[config.mk]
export PLATFORM = sky130hd
export DESIGN_NAME = univ_shift_reg
export DESIGN_NICKNAME = d
export VERILOG_FILES = /design/src/rtl/univ_shift_reg.sv
export SDC_FILE = /design/constraint.sdc
export NUM_CORES = 1
export LEC_CHECK = 0
export BUFFER_PORTS_ARGS = -buffer_cell sky130_fd_sc_hd__buf_2
export CORE_MARGIN = 2
export CORE_UTILIZATION = 55
export DETAILED_ROUTE_END_ITERATION = 16
export GPL_TIMING_DRIVEN = 0
export PLACE_DENSITY = 0.82
export SYNTH_ARGS = -nofsm -noshare
export SYNTH_HDL_FRONTEND = slang
export SYNTH_SLANG_ARGS = --single-unit
export TNS_END_PERCENT = 20
[constraint.sdc]
create_clock -name clk -period 3.4 [get_ports clk]
set_clock_uncertainty 0.05 [all_clocks]
set_input_delay 0.17 -clock clk [delete_from_list [all_inputs] [get_ports clk]]
set_output_delay 0.17 -clock clk [all_outputs]
set_load 0.01 [all_outputs]
[src/rtl/univ_shift_reg.sv]
// Universal shift register: parallel load plus a start/busy/done burst engine
// that shifts or rotates the word one position per clock in one of five modes.
module univ_shift_reg #(
  parameter int WIDTH = 8,
  parameter int AMT_W = 4
) (
  input  logic             clk,
  input  logic             clr,
  input  logic             load,
  input  logic [WIDTH-1:0] d,
  input  logic             start,
  input  logic [2:0]       op,
  input  logic [AMT_W-1:0] amt,
  input  logic             sin,
  output logic [WIDTH-1:0] q,
  output logic             sout,
  output logic             busy,
  output logic             done
);

  localparam logic [2:0] OP_SHL = 3'd0;
  localparam logic [2:0] OP_SHR = 3'd1;
  localparam logic [2:0] OP_ROL = 3'd2;
  localparam logic [2:0] OP_ROR = 3'd3;
  localparam logic [2:0] OP_ASR = 3'd4;

  typedef enum logic {IDLE, RUN} state_t;

  state_t           state;
  logic [2:0]       op_q;
  logic [AMT_W-1:0] count;
  logic [WIDTH-1:0] shift_q;
  logic             shift_out;

  always_comb begin
    shift_q   = q;
    shift_out = sout;
    case (op_q)
      OP_SHL: begin shift_q = {q[WIDTH-2:0], sin};      shift_out = q[WIDTH-1]; end
      OP_SHR: begin shift_q = {sin, q[WIDTH-1:1]};      shift_out = q[0];       end
      OP_ROL: begin shift_q = {q[WIDTH-2:0], q[WIDTH-1]}; shift_out = q[WIDTH-1]; end
      OP_ROR: begin shift_q = {q[0], q[WIDTH-1:1]};     shift_out = q[0];       end
      OP_ASR: begin shift_q = {q[WIDTH-1], q[WIDTH-1:1]}; shift_out = q[0];     end
      default: ;
    endcase
  end

  // count holds the shifts still to do; the edge that consumes the last one
  // (or the first RUN edge when amt was zero) returns to IDLE and pulses done
  always_ff @(posedge clk or negedge clr) begin
    if (!clr) begin
      state <= IDLE;
      q     <= '0;
      sout  <= 1'b0;
      busy  <= 1'b0;
      done  <= 1'b0;
      count <= '0;
      op_q  <= 3'd0;
    end else begin
      done <= 1'b0;
      if (load) begin
        q     <= d;
        state <= IDLE;
        busy  <= 1'b0;
      end else begin
        case (state)
          IDLE: begin
            if (start && (op <= OP_ASR)) begin
              op_q  <= op;
              count <= amt;
              state <= RUN;
              busy  <= 1'b1;
            end
          end
          RUN: begin
            if (count != '0) begin
              q     <= shift_q;
              sout  <= shift_out;
              count <= count - AMT_W'(1);
            end
            if (count <= AMT_W'(1)) begin
              state <= IDLE;
              busy  <= 1'b0;
              done  <= 1'b1;
            end
          end
          default: state <= IDLE;
        endcase
      end
    end
  end

endmodule

# Word level (Yosys, flattened, before mapping)
# Cells that the tools add are included.
[totals]
out_inout_bits = 11
latch_bits = 0
romBits = 0
elab_cells = 57
memories = 0
ff_bits = 19
input_bits = 20
ram_bits = 0
[op_classes]
muxes = 19
n_bitwise = 2
mul = 0
n_lt_le_gt_ge = 2
div_mod_pow = 0
n_shift = 0
addsub = 1
reduce_logical = 16
n_eq_ne = 9
[ops]
columns = ["op", "count"]
rows = [
  ["$pmux W8 S5", 1],
  ["$mux W8", 3],
  ["$mux W1", 9],
  ["$reduce_and A3 Y1", 3],
  ["$mux W4", 2],
  ["$pmux W4 S2", 1],
  ["$reduce_and A4 Y1", 2],
  ["$eq A3 B2 Y1 const B", 2],
  ["$pmux W1 S2", 3],
  ["$reduce_bool A2 Y1", 3],
  ["$reduce_bool A6 Y1", 1],
  ["$reduce_bool A5 Y1", 1],
  ["$le A4 B1 Y1 const B", 1],
  ["$ne A2 B2 Y1 const B", 2],
  ["$reduce_bool A4 Y1", 1],
  ["$sub A4 B1 Y4 const B", 1],
  ["$eq A3 B1 Y1 const B", 1],
  ["$eq A3 B3 Y1 const B", 1],
  ["$le A3 B3 Y1 const B", 1],
  ["$logic_not A3 Y1", 1],
  ["$ne A3 B2 Y1 const B", 1],
  ["$ne A3 B3 Y1 const B", 1],
  ["$reduce_or A3 Y1", 1],
  ["$ne A2 B1 Y1 const B", 1],
  ["other kinds (4)", 5],
]

# Depth between registers and ports, before layout
# Gate-level depths: netlist of run 1.
[depth]
word_depth = 5
mapped_depth = 8
ltp_nobuf = 6

# Least setup slack after synthesis of run 1
# Ideal clock, no wire load.
[synth_path]
path_type = "reg2reg"
start = "reg count[0]"
end = "reg sout"
arrival_ps = 1700
t_required_ps = 3225
n_path_buf = 2
path_stages_with_launch = 9
period_less_slack_ps = 1875
slack_ps = 1525
path_cell_list = "dfrtp_1 -> inv_1 -> ha_1 -> or3b_1 -> buf_6 -> nand3_4 -> or2_1 -> buf_6 -> mux2_4"
[synth_between]
elab_chain_len = 2
[synth_rtl]
columns = ["item", "line", "text"]
rows = [
  ["from (decl)", "31", "logic [AMT_W-1:0] count;"],
  ["from (signal assigned)", "70", "count <= amt;"],
  ["from (signal assigned)", "79", "count <= count - AMT_W'(1);"],
  ["$reduce_bool A4 Y1", "76", "if (count != '0) begin"],
  ["$reduce_and A4 Y1 (no source line)", "-", ""],
  ["to (signal assigned)", "78", "sout <= shift_out;"],
  ["to (decl)", "16", "output logic sout,"],
]
# No other way between the ends.
# A chain may end at the register's enable or synchronous reset.

# Worst setup path in the final report of run 1
# Same ends and word-level chain as after synthesis.

==> run metrics, run 1 <==
Detailed Routing Iterations Pass 1=4; final total power=0.000834 W; Tightest Pin Transition=approximately 0.46 ns; global routing usage summed across all routing layers=0.236; Power per Cell Area=609 nW/µm²; PortBufs=30; switching power total=0.000329 W; number of instances on the worst hold path=3; Primary FF master, synth=dfrtp_1; share of power burned in combinational logic=0.430; clock share of power=0.136; most frequent standard cell in the layout excluding fill and tap cells=buf_2; main combinational cell family by area after synthesis=compound AO/OA/AOI/OAI gates; endpoint type of the worst setup path=flop; startpoint of the lowest-slack register-to-register path=count[0]; Post-synth EDFFs=0; Slew Viols, Final=0; placed cell count=~180; number of nets at the end of the flow=177; synthesized netlist cell count=118; switching part of the total power=0.395; final clock period utilization by the worst path=0.606; Total Negative Setup Slacks=0 ns; largest net degree at the start of global routing=20; number of H-tree levels=1; Fin. Hold Viols=0; post-synthesis simple-gate area fraction=0.187; Post-Syn Area=1150 µm²; core area=1960 µm²; number of rows created at floorplan=16; CTS sink cnt=19; internal power of the cells=between 0.0005 and 0.0006 W; async set-reset flop share out of synthesis=1.00; path category of the worst min-delay check=input pin to flop; TritonCTS Buffers=3; Netlist cell types=37; critical-path maximum fanout=8; setup repair after global routing missed its margin=no; antenna diode count=0; synthesized netlist net count=about 140; wire length after detailed routing=2.56 mm; TritonCTS clock tree=yes; register-to-register setup slack=1.34 ns; number of top-level pins=31; die width=49.7 µm; total congestion overflow=0; end point of the worst hold path=op_q[0]; violation count after the first detailed-routing iteration=20; share of synthesized area occupied by flip-flops and latches=0.413; number of setup violations in the final report=0; area added between synthesis and finish=19.2%; Synth warnings=0; power share of the sequential group=0.434; fin crit period=2.06 ns; GP Congestion=0.751; final non-filler cell total=between 150 and 200; Max clock buf depth=2; post-synthesis register bit count=19; Max Clk Rate=roughly 0.49 GHz; global-route wire length before repair=4.49 mm; estimated wirelength of the detail-placed design=1.90 mm; leakage dissipation=0.639 nW; Setup CP Type=flop to flop; XOR/XNOR Fraction of Synth Area=0; outcome=finished, final reports clean; number of vias per cell=approximately 5.6; most frequent cells in the layout=buf_2 (33), dfrtp_1 (19), o21ai_0 (11), nand2_1 (11), mux2i_1 (7); share of the synthesized area in compound gates (AO/OA/AOI/OAI)=0.198; clock edge transition at the registers on the reported setup and hold paths=around 0.11 ns; insertion delay of the later-clocked pin in the worst-skew pair=0.29 ns; vias post-DR=1014; share of synthesized cell area in full adder, half adder and majority cells=0.0326; DRT antenna net count=0; count of cells along the worst register-to-register path=8; buffer cell driving the clock tree root=clkbuf_4; antenna violations before repair=0; die height=49.7 µm; post-synthesis mux area share=0.113; average wire per standard cell=14.2 µm; initial core utilization=0.586; final routed DRC violation total=0; number of inserted filler cells in the final layout=174; relative slew slack=0.692; worst hold start=op[0]; Max-cap violations=0; average size of a mapped cell=9.74 µm²; capture instance of the worst register-to-register path=sout; Total Die Area=about 2500 µm²; Worst EP arrival=2.20 ns; vias in the first global route=between 900 and 1k; fraction of final layout cells sized beyond drive strength 1=0.301; peak supply drop=~0.33 mV; CP Launch Type=flop; critical path data required time=between 3 and 4 ns
==> kinds of logic (layout without fill, tap and decap cells) <==
group | after synthesis | count (layout)
adder cells (fa/ha/maj) | 3 | 3
multiplexers | 12 | 12
buffers and inverters | 12 | 47
AND/OR/NAND/NOR | 39 | 39
flip-flops | 19 | 19
AO/OA/AOI/OAI | 33 | 33
==> worst max-delay path by stage <==
stage	slack (ns)	depth (start not counted)	end	from
after detailed placement	1.37	8	sout	count[0]
after floorplan	1.53	8	sout	count[0]
final	1.34	8	sout	count[0]
after global placement	1.43	8	sout	count[0]
after global routing	1.27	8	sout	count[0]
after CTS	1.35	8	sout	count[0]
==> power groups by stage <==
stage | Clock, W | Sequential, W | Combinational, W
3_3_place_gp | 0 | 0.000359 | 0.000343
3_5_place_dp | 0 | 0.000364 | 0.000359
2_1_floorplan | 0 | 0.000358 | 0.000257
6_report | 0.000113 | 0.000362 | 0.000359
5_1_grt | 0.000130 | 0.000369 | 0.000403
4_1_cts | 0.000118 | 0.000360 | 0.000361
==> critical path: stages (launching register included) <==
cell	delay (ns)
dfrtp_1	0.44
inv_1	0.11
ha_1	0.15
or3b_1	0.36
buf_6	0.15
nand3_4	0.12
or2_1	0.15
buf_6	0.14
mux2_4	0.29
==> sequential cells by signal, summed over array words and instances, names as in the netlist <==
signal and flops:
done 1, busy 1, sout 1, op_q 3, count 4, state 1, q 8
==> layer usage <==
metal	vias to the layer above	part of all wire	track usage
li1	500	-	-
met1	487	0.42	0.290
met2	25	0.54	0.431
met3	2	0.042	0.0364
met4	0	0.0051	0.0556
met5	-	0	0
==> metrics by stage <==
step           instance area, µm²  utilization  setup slack (ns)  hold slack [ns]
6_report                     1370        0.698              1.34           0.0390
5_1_grt                      1370        0.698              1.27           0.0374
4_1_cts                      1370        0.698              1.35           0.0329
3_5_place_dp                 1330        0.680              1.37           0.0868
3_3_place_gp                 1330        0.680              1.43           0.0838
2_1_floorplan                1150            -              1.53           -0.176
==> area by class of cell <==
class	count	area [µm²]	share of cell area
plain buffers	7	45.0	0.0329
clock buffers	4	26.3	0.0192
inverters	5	18.8	0.0137
multi-input cells	87	611	0.446
flip-flops and latches	19	475	0.347
well taps	27	33.8	0.0247
repair buffers	31	160	0.117
==> synthesized netlist by cell type, types with 3 or more instances <==
cell | count | area (µm²)
nand2_1 | 11 | 41.3
o211ai_1 | 4 | 30.0
ha_1 | 3 | 37.5
nand3b_1 | 4 | 30.0
nor2b_1 | 6 | 37.5
inv_1 | 5 | 18.8
nor2_1 | 6 | 22.5
o21ai_0 | 11 | 55.1
a22oi_1 | 4 | 30.0
mux2i_1 | 7 | 70.1
dfrtp_1 | 19 | 475
buf_2 | 3 | 15.0
mux2_2 | 4 | 45.0
==> timing repair <==
item	in CTS	in global routing
buffers inserted	0	0
gates resized for setup	0	0
hold buffers	1	0
hold endpoints to repair	19	0
setup endpoints to repair	0	0
(Power assumes the default switching activity.)
==> run 2: changes to the inputs <==
Settings changed: CORE_UTILIZATION 55 to 46, PLACE_DENSITY 0.82 to 0.73.
Clock period 3.4 ns to 1.72 ns, I/O delays scaled along.
==> run 2 against run 1 <==
The flow now finishes with violations (negative setup slack). Hold slack got worse by 0.029 ns. First-iteration DRC count fell by 25%. Die area rose by 18%. Flip-flop and latch count is the same. Combinational power grew to 2.7 times the previous value. Setup slack worse by 1.4 ns. Largest power group is now combinational logic. Highest routed layer unchanged.
==> run metrics, run 2 (synthesis gave the netlist of run 1 again) <==
area added between synthesis and finish=40.7%; number of setup violations in the final report=1 (+1); buffer cell driving the clock tree root=clkbuf_4; most frequent standard cell in the layout excluding fill and tap cells=buf_2; antenna violations before repair=0 (unchanged); area occupied by multi-input gates=671 µm² (+9.8%); outcome=finished, violations left; Fin. Hold Viols=0 (unchanged); final clock period utilization by the worst path=1.01 (+0.406); global-route wire length before repair=4.97 mm (+11%); depth of the critical timing path with buffers and inverters included=6 (-2); Worst EP arrival=1.90 ns (-0.30 ns); Post-Layout Inst Area=1620 µm² (+18%); internal power of the cells=0.00115 W (+130%); buffer and inverter count on the worst path=1 (-2); Tightest Pin Transition=0.446 ns (-0.0156 ns); cells along the critical path=inv_2 > ha_4 > or3b_4 > nand3_4 > or2_4 > mux2_4; Worst path max stage delay=0.44 ns (about the same); number of nets at the end of the flow=198 (+12%); PortBufs=30 (unchanged); total congestion overflow=0 (unchanged); fin crit period=1.74 ns (-0.320 ns); TritonCTS Buffers=3 (unchanged); GP Congestion=0.779 (+3.7%); standard cell area after detailed placement=1340 µm² (+0.28%); global routing usage summed across all routing layers=0.239 (+0.00294); clock edge transition at the registers on the reported setup and hold paths=0.12 ns (about the same); number of vias per cell=5.49 (-2.6%); CP Launch Type=flop; Regs by FF count=q (8), count (4), op_q (3); critical path's top delay family=simple AND/OR/NAND/NOR gates; worst setup slack after layout=-0.0205 ns (-1.36 ns); average wire per standard cell=15.4 µm (+8.3%); Total Negative Setup Slacks=-0.0205 ns (-0.0205 ns); die height=54.0 µm (+8.6%); critical-path maximum fanout=5 (-3); Max Clk Rate=0.575 GHz (+18%); failing checks=negative setup slack; flip-flop count of the largest register after layout=8 (unchanged); peak supply drop=0.779 mV (+130%); fraction of final layout cells sized beyond drive strength 1=0.362 (+0.0614); Slew Viols, Final=0 (unchanged); TritonCTS clock tree=yes; relative slew slack=0.702 (+0.0104); placed cell count=178 (+1.7%); setup repair after global routing missed its margin=yes; endpoint type of the worst setup path=flop; final routed DRC violation total=0 (unchanged); Setup CP Type=flop to flop; insertion delay of the later-clocked pin in the worst-skew pair=0.31 ns (+0.02 ns); leakage dissipation=0.734 nW (+15%); CTS sink cnt=19 (unchanged); number of H-tree levels=1 (unchanged); violation count after the first detailed-routing iteration=15 (-25%); estimated wirelength of the detail-placed design=2.03 mm (+6.6%); Setup WS pre-CTS=-0.286 ns (-1.65 ns); antenna diode count=0 (unchanged); switching power total=0.000769 W (+130%); number of top-level pins=31 (unchanged); switching part of the total power=0.400 (+0.00543); largest net degree at the start of global routing=20 (unchanged); vias in the first global route=1120 (+12%); slowest cell on the critical path=or3b_4; core area=2430 µm² (+24%); Detailed Routing Iterations Pass 1=4 (unchanged); Power per Cell Area=1190 nW/µm² (+95%); final total power=0.00192 W (+130%); number of rows created at floorplan=18 (+2); wire length after detailed routing=3.14 mm (+23%); count of cells along the worst register-to-register path=6 (-2); clock share of power=0.123 (-0.013); number of inserted filler cells in the final layout=205 (+18%); storage element area=475 µm² (unchanged); initial core utilization=0.473 (-0.113); share of power burned in combinational logic=0.505 (+0.075); most frequent cells in the layout=buf_2 (33), dfrtp_1 (19), dlygate4sd3_1 (13), nand2_1 (11), buf_4 (10); Max-cap violations=0 (unchanged); power share of the sequential group=0.371 (-0.063); die width=54.0 µm (+8.6%); Top reg by flops=q; path category of the worst min-delay check=input pin to flop; final non-filler cell total=204 (+13%); register-to-register setup slack=-0.02 ns (-1.36 ns); Max clock buf depth=2 (unchanged); number of instances on the worst hold path=3 (unchanged); vias post-DR=1119 (+10%); DRT antenna net count=0 (unchanged); critical path data required time=1.88 ns (-1.66 ns); Total Die Area=2920 µm² (+18%)
## run 2: cell count changes in the layout (fill, tap and decap cells not counted), moves of 2 or more
cell           delta
dlygate4sd3_1    +12
buf_4            +10
o21ai_0           -4
o21ai_1           +4
inv_1             -2
inv_2             +2
## run 2: what timing repair did
action                                 4_1_cts  5_1_grt
resized for setup                            4       12
setup endpoints to repair                   13       14
pin swaps                                    1       11
endpoints found under the hold margin       30        1
buffers inserted                             8        3
hold buffers                                12        1
## run 2: tightest hold or removal path: cells and delay by family
family	cells	cell delay, ns
compound gates	2	0.17
buf+inv	1	0.08
## run 2: power groups by stage
stage          sequential (W)  clock, W  combinational (W)
2_1_floorplan        0.000712         0           0.000509
3_3_place_gp         0.000717         0           0.000684
3_5_place_dp         0.000726         0           0.000726
4_1_cts              0.000705  0.000236           0.000876
5_1_grt              0.000731  0.000259            0.00106
6_report             0.000713  0.000237           0.000971
## run 2: layer usage
metal,up-vias,share of wire,track usage
li1,543,-,-
met1,531,0.42,0.272
met2,37,0.52,0.431
met3,8,0.045,0.0361
met4,0,0.019,0.121
met5,-,0,0
## run 2: cell type report
class                      count  area share
multi-input combinational     87       0.415
tap                           30      0.0232
clock buffer                   4      0.0162
buffer                         5      0.0139
sequential                    19       0.294
inverter                       5      0.0116
timing repair buffer          54       0.227
## run 2: stage by stage
step,hold WS (ns),utilization
6_report,0.00964,0.665
5_1_grt,0.0217,0.665
4_1_cts,0.00314,0.640
3_5_place_dp,0.00528,0.550
3_3_place_gp,-0.000567,0.550
2_1_floorplan,-0.260,-
## run 2: path summary, 6_finish.rpt
path | from | end
setup / recovery | count[1] | sout
hold / removal | d[1] | q[1]
setup reg to reg | count[1] | sout
hold reg to reg | sout | sout
max in group asynchronous | clr | state
min in group asynchronous | clr | q[1]
